--- src/rtl/reg_dump_streamer_pkg.sv ---
// Shared types and constants for the register-file dump streamer.
package dbg_pkg;

  typedef enum logic [1:0] {IDLE, HDR, DATA, CSUM} dump_state_e;

  localparam logic [7:0] DUMP_HDR_BYTE = 8'hA5;

  // Header byte + all register bytes + checksum byte.
  function automatic int frame_bytes(input int num_regs, input int xlen);
    return 2 + num_regs * (xlen / 8);
  endfunction

endpackage

--- src/rtl/reg_dump_streamer_if.sv ---
// Byte stream with valid/ready handshake from the dump streamer to its consumer.
interface reg_dump_streamer_if;

  logic [7:0] m_data;
  logic       m_valid;
  logic       m_ready;

  modport master (output m_data, output m_valid, input m_ready);
  modport slave  (input m_data, input m_valid, output m_ready);

endinterface

--- src/rtl/reg_dump_streamer_byte_serializer.sv ---
// Splits one XLEN word into XLEN/8 bytes, least significant first, over valid/ready.
module byte_serializer #(
  parameter int XLEN = 32
) (
  input  logic            clk,
  input  logic            rst,
  input  logic [XLEN-1:0] word,
  input  logic            word_valid,
  output logic [7:0]      data,
  output logic            valid,
  input  logic            ready,
  output logic            word_done
);

  localparam int NBYTES = XLEN / 8;
  localparam int BW     = (NBYTES > 1) ? $clog2(NBYTES) : 1;

  logic [BW-1:0] byte_idx;
  logic          last;

  assign valid     = word_valid;
  assign data      = word[8*byte_idx +: 8];
  assign last      = (byte_idx == BW'(NBYTES - 1));
  assign word_done = valid && ready && last;

  // NOTE: sequential state uses non-blocking assignments so every register
  // samples the pre-edge values regardless of evaluation order.
  always_ff @(posedge clk) begin
    if (rst) begin
      byte_idx <= '0;
    end else if (valid && ready) begin
      byte_idx <= last ? '0 : byte_idx + 1'b1;
    end
  end

endmodule

--- src/rtl/reg_dump_streamer.sv ---
// Captures the register-file snapshot on start and streams it as a framed,
// checksummed byte stream: header, registers little-endian, XOR checksum.
module reg_dump_streamer
  import dbg_pkg::*;
#(
  parameter int         NUM_REGS = 32,
  parameter int         XLEN     = 32,
  parameter logic [7:0] HDR_BYTE = DUMP_HDR_BYTE
) (
  input  logic                     clk,
  input  logic                     rst,
  input  logic [NUM_REGS*XLEN-1:0] regs,
  input  logic                     start,
  output logic                     busy,
  output logic                     done,
  reg_dump_streamer_if.master      m
);

  localparam int RW = (NUM_REGS > 1) ? $clog2(NUM_REGS) : 1;

  dump_state_e     state;
  logic [XLEN-1:0] snap [NUM_REGS];
  logic [RW-1:0]   reg_idx;
  logic [7:0]      checksum;
  logic            valid_q;

  logic [7:0]      ser_data;
  logic            ser_valid;
  logic            ser_word_done;
  logic            accept;
  logic            data_accept;

  assign m.m_valid   = valid_q;
  assign accept      = valid_q && m.m_ready;
  assign data_accept = ser_valid && m.m_ready;

  byte_serializer #(.XLEN(XLEN)) u_ser (
    .clk        (clk),
    .rst        (rst),
    .word       (snap[reg_idx]),
    .word_valid (state == DATA),
    .data       (ser_data),
    .valid      (ser_valid),
    .ready      (m.m_ready),
    .word_done  (ser_word_done)
  );

  // NOTE: the snapshot is pure datapath storage; it is always written before it
  // is read, so it carries no reset and can map onto plain flops or RAM.
  always_ff @(posedge clk) begin
    if (state == IDLE && start) begin
      for (int i = 0; i < NUM_REGS; i++) begin
        snap[i] <= regs[i*XLEN +: XLEN];
      end
    end
  end

  // Output byte is a pure function of registered state, so it never depends on m_ready.
  // NOTE: every always_comb output gets a default first so no latch can be inferred.
  always_comb begin
    m.m_data = 8'h00;
    unique case (state)
      IDLE: m.m_data = 8'h00;
      HDR:  m.m_data = HDR_BYTE;
      DATA: m.m_data = ser_data;
      CSUM: m.m_data = checksum;
      default: m.m_data = 8'h00;
    endcase
  end

  always_ff @(posedge clk) begin
    if (rst) begin
      state    <= IDLE;
      busy     <= 1'b0;
      done     <= 1'b0;
      valid_q  <= 1'b0;
      reg_idx  <= '0;
      checksum <= 8'h00;
    end else begin
      done <= 1'b0;
      unique case (state)
        IDLE: if (start) begin
          state    <= HDR;
          busy     <= 1'b1;
          valid_q  <= 1'b1;
          reg_idx  <= '0;
          checksum <= 8'h00;
        end
        HDR: if (accept) begin
          state   <= DATA;
          reg_idx <= '0;
        end
        DATA: if (data_accept) begin
          checksum <= checksum ^ ser_data;
          if (ser_word_done) begin
            if (reg_idx == RW'(NUM_REGS - 1)) state <= CSUM;
            else                              reg_idx <= reg_idx + 1'b1;
          end
        end
        CSUM: if (accept) begin
          state   <= IDLE;
          valid_q <= 1'b0;
          busy    <= 1'b0;
          done    <= 1'b1;
        end
        default: state <= IDLE;
      endcase
    end
  end

endmodule
--- src/flat_wrapper.sv ---
// flat-port wrapper written by rule: the top's interface ports become plain ports
module reg_dump_streamer_flat import dbg_pkg::*;
#(
  parameter int         NUM_REGS = 32,
  parameter int         XLEN     = 32,
  parameter logic [7:0] HDR_BYTE = DUMP_HDR_BYTE
)
  (clk, rst, regs, start, busy, done, m_m_data, m_m_valid, m_m_ready);
  reg_dump_streamer_if m_i ();
  input  logic clk;
  input  logic rst;
  input  logic [NUM_REGS*XLEN-1:0] regs;
  input  logic start;
  output logic busy;
  output logic done;
  output wire logic [$bits(m_i.m_data)-1:0] m_m_data;
  output wire logic [$bits(m_i.m_valid)-1:0] m_m_valid;
  input wire logic [$bits(m_i.m_ready)-1:0] m_m_ready;
  assign m_m_data = m_i.m_data;
  assign m_m_valid = m_i.m_valid;
  assign m_i.m_ready = m_m_ready;
  reg_dump_streamer #(.NUM_REGS(NUM_REGS), .XLEN(XLEN), .HDR_BYTE(HDR_BYTE)) u_core (.clk(clk), .rst(rst), .regs(regs), .start(start), .busy(busy), .done(done), .m(m_i));
endmodule
--- config.mk ---
export PLATFORM = sky130hd
export DESIGN_NAME = reg_dump_streamer_flat
export DESIGN_NICKNAME = d
export VERILOG_FILES = /design/src/rtl/reg_dump_streamer_pkg.sv /design/src/rtl/reg_dump_streamer_if.sv /design/src/rtl/reg_dump_streamer_byte_serializer.sv /design/src/rtl/reg_dump_streamer.sv /design/src/flat_wrapper.sv
export SDC_FILE = /design/constraint.sdc
export NUM_CORES = 1
export LEC_CHECK = 0
export CAP_MARGIN = 25
export CORE_AREA = 2 2 408 410
export CTS_BUF_LIST = sky130_fd_sc_hd__clkbuf_2 sky130_fd_sc_hd__clkbuf_4 sky130_fd_sc_hd__clkbuf_8
export DETAILED_ROUTE_END_ITERATION = 10
export DIE_AREA = 0 0 410 412
export MAX_ROUTING_LAYER = met4
export PLACE_DENSITY_LB_ADDON = 0.1
export SYNTH_ARGS = -nofsm -noshare
export SYNTH_HDL_FRONTEND = slang
export SYNTH_SLANG_ARGS = --single-unit
--- constraint.sdc ---
create_clock -name clk -period 31.1 [get_ports clk]
set_input_delay 4.665 -clock clk [delete_from_list [all_inputs] [get_ports clk]]
set_output_delay 4.665 -clock clk [all_outputs]
set_load 0.02 [all_outputs]
==> metrics <==
status finished, final reports clean; first-pass GRT wire length 214,000 um; Clock Skew 0.0522 ns; cell chain of the critical path buf_4 > buf_4 > mux4_2 > nand2_1 > a32oi_1 > nand3_1 > a311oi_1 > a22oi_1 > nor2_1 > clkdlybuf4s50_1; clock slew at reported path FFs 0.06 ns; nets 4,164; Leak Pwr 18.8 nW; Reg power frac 51.0%; TritonCTS Buffers 193; PwrDens 68.9 nW/um^2; worst hold path class reg -> reg; synthesized area per cell 20.9 sq um; Critical Path AT 5.69 ns; fin cells 5,573; Setup-failing EPs final 0; Root Buffer clkbuf_8; peak supply drop 0.0472 mV; Area Growth Syn to Fin 40.8%; startpoint types register; Ys Warns 0; Syn Inst Count 1,958; die width 410 um; largest net degree at the start of global routing 173; clock power share 32.4%; DR vias/cell 4.38; Max Transition Viols Final 0; min-delay src u_core.checksum[5]$_SDFFE_PP0P_; Hold Buf Count CTS 0; final hold vios 0; DIE HEIGHT 412 um; max_slew headroom 21.3%; Synth Register Bits 1,048; crit path kind reg -> out; Period minus WS final 10.35 ns; total track usage 19.3%; GP Congestion 0.869; buffers plus inverters on the worst setup path 3; drt wl/cell 29.1 um; TritonCTS clock tree done; worst path required time 26.44 ns; grt ovf 0; maxcap violations 0; Internal Power 2.91 mW; core area 164,000 sq um; CTS H-tree depth 4; initial antenna violation count 106; DR iter-0 viols 1,939; netlist area before placement 41,000 sq um; cell family with most CP delay buffers and inverters; Max Freq 96.6 MHz; Switching Fraction 26.7%; ANT nets after route 0; DRC 0; Hold Path Depth 2; crit end category primary output; Async SR Flop Fraction 0%; Port Buffers 1,038; post-DP HPWL 123,000 um; fin crit share 33.3%; unrepaired setup endpoints after global routing false; sequential element share of the synthesized area 76.2%; Sink Count 1,048; Layout fillers 15,569; Worst-Skew Late Latency 0.91 ns; slowest cell on the critical path a311oi_1; via count 24,428; initial core utilization 25.0%; CP Depth 10; slowest cell delay on critical path 0.76 ns; number of synthesized flops with an enable pin 1,024; Synth Net Count 2,994; drt first pass iters 7; post-cts sizing count 0; share of cells above drive strength 1 16.0%; placed insts 5,118; Synth Flop Type edfxtp_1; measured slew at the worst slew-check pin 1.18 ns; die area 169,000 sq um; vias in the first global route 26,917; Combinational Power Share 16.6%; Post-CTS Setup Inserts 0; setup_tns 0 ns; Unique masters post-synth 66; net switching power 1.06 mW; reg2reg start u_core.state[1]$_SDFFE_PP0P_; reg2reg path depth 7; # IOs 1,039; # rows 149; Clock Tree Buf Depth 3; crit-path most repeated cell buf_4; Critical Path Fanout Max 37; WL final 162,000 um
sequential cells by signal, summed over array words and instances (netlist names), named ones only:
register               cells
u_core.busy                1
u_core.snap             1024
u_core.done                1
u_core.u_ser.byte_idx      2
u_core.checksum            8
u_core.state               2
u_core.reg_idx             5
worst paths after layout:
path                                                        end  slack (ns)
worst min-delay path            u_core.checksum[5]$_SDFFE_PP0P_        0.49
worst max register to register    u_core.snap[23][21]$_DFFE_PP_       26.43
worst min register to register  u_core.checksum[5]$_SDFFE_PP0P_        0.49
worst max-delay path                                m_m_data[1]       20.75
final cells by class:
type / instances / area (sq um) / area share, %
Inverter: 11 / 48.8 / 0.0845
Antenna cell: 103 / 258 / 0.447
Timing Repair Buffer: 1078 / 10800 / 18.8
Clock buffer: 254 / 3130 / 5.42
Sequential cell: 1048 / 31300 / 54.1
Clock inverter: 94 / 594 / 1.03
Tap cell: 2189 / 2740 / 4.74
Multi-Input combinational cell: 796 / 8870 / 15.4
per-stage QoR:
stage               cell area (sq um)  power (mW)  worst slack [ns]  utilization [%]  hold WS (ns)
finish                          57700        3.98             20.75             35.1         0.486
global route                    57700        4.17             20.12             35.1         0.502
CTS                             57400        4.05             20.20             34.9         0.484
detailed placement              53600        2.73             21.23             32.7         0.476
global placement                53600        2.71             21.18             32.6         0.462
floorplan                       41000        2.77              3.74                -         0.446
logic make-up after synthesis:
logic type               synth area share [%]
flip-flops                               76.2
adder cells (fa/ha/maj)                 0.244
AND/OR/NAND/NOR                          2.65
multiplexers                             14.9
buffers and inverters                    2.27
AO/OA/AOI/OAI                            3.77
cells in the final DEF (no fill, tap or decap), types with 48 or more instances in the layout:
cell type,netlist,layout
mux4_2,146,146
a22oi_1,87,87
clkdlybuf4s50_1,0,1038
mux2i_1,149,149
edfxtp_1,1024,1024
clkbuf_8,3,195
diode_2,0,103
clkbuf_4,1,59
mux4_1,48,48
nand2_1,70,70
clkinv_1,3,50
cells in the mapped netlist (all sizes together) (8+ instances only):
cell type,n,share of area [%]
nor2b,12,0.18
nand4,8,0.12
a22oi,87,1.6
buf,75,1.8
nand2,70,0.64
nor2,35,0.33
mux2i,149,3.6
o21ai,17,0.21
ha,8,0.24
mux4,194,11
inv,8,0.073
a31oi,14,0.21
dfxtp,24,1.2
a32oi,9,0.19
nor3,19,0.23
clkbuf,26,0.32
nand3,44,0.54
edfxtp,1024,75
a21oi,40,0.49
layer usage:
metal	global-route usage, %	vias up	wire length, um
li1	-	10776	-
met1	20.3	12432	60000
met2	33.1	985	84700
met3	6.80	235	12900
met4	7.12	0	4510
met5	-	-	0
worst register-to-register path: cells and delay by family, from the launching register on:
| family | cells | cell delay (ns) |
|---|---|---|
| AND/OR/NAND/NOR | 1 | 0.17 |
| flip-flops | 1 | 0.42 |
| adder cells (fa/ha/maj) | 1 | 0.22 |
| buffers and inverters | 5 | 3.10 |
power by group through the flow:
stage	clock network [mW]	logic, mW	registers (mW)
finish	1.29	0.660	2.03
CTS	1.34	0.671	2.03
detailed placement	0	0.670	2.06
floorplan	0	0.365	2.40
global placement	0	0.657	2.05
global route	1.40	0.715	2.05
(Power assumes the default switching activity.)
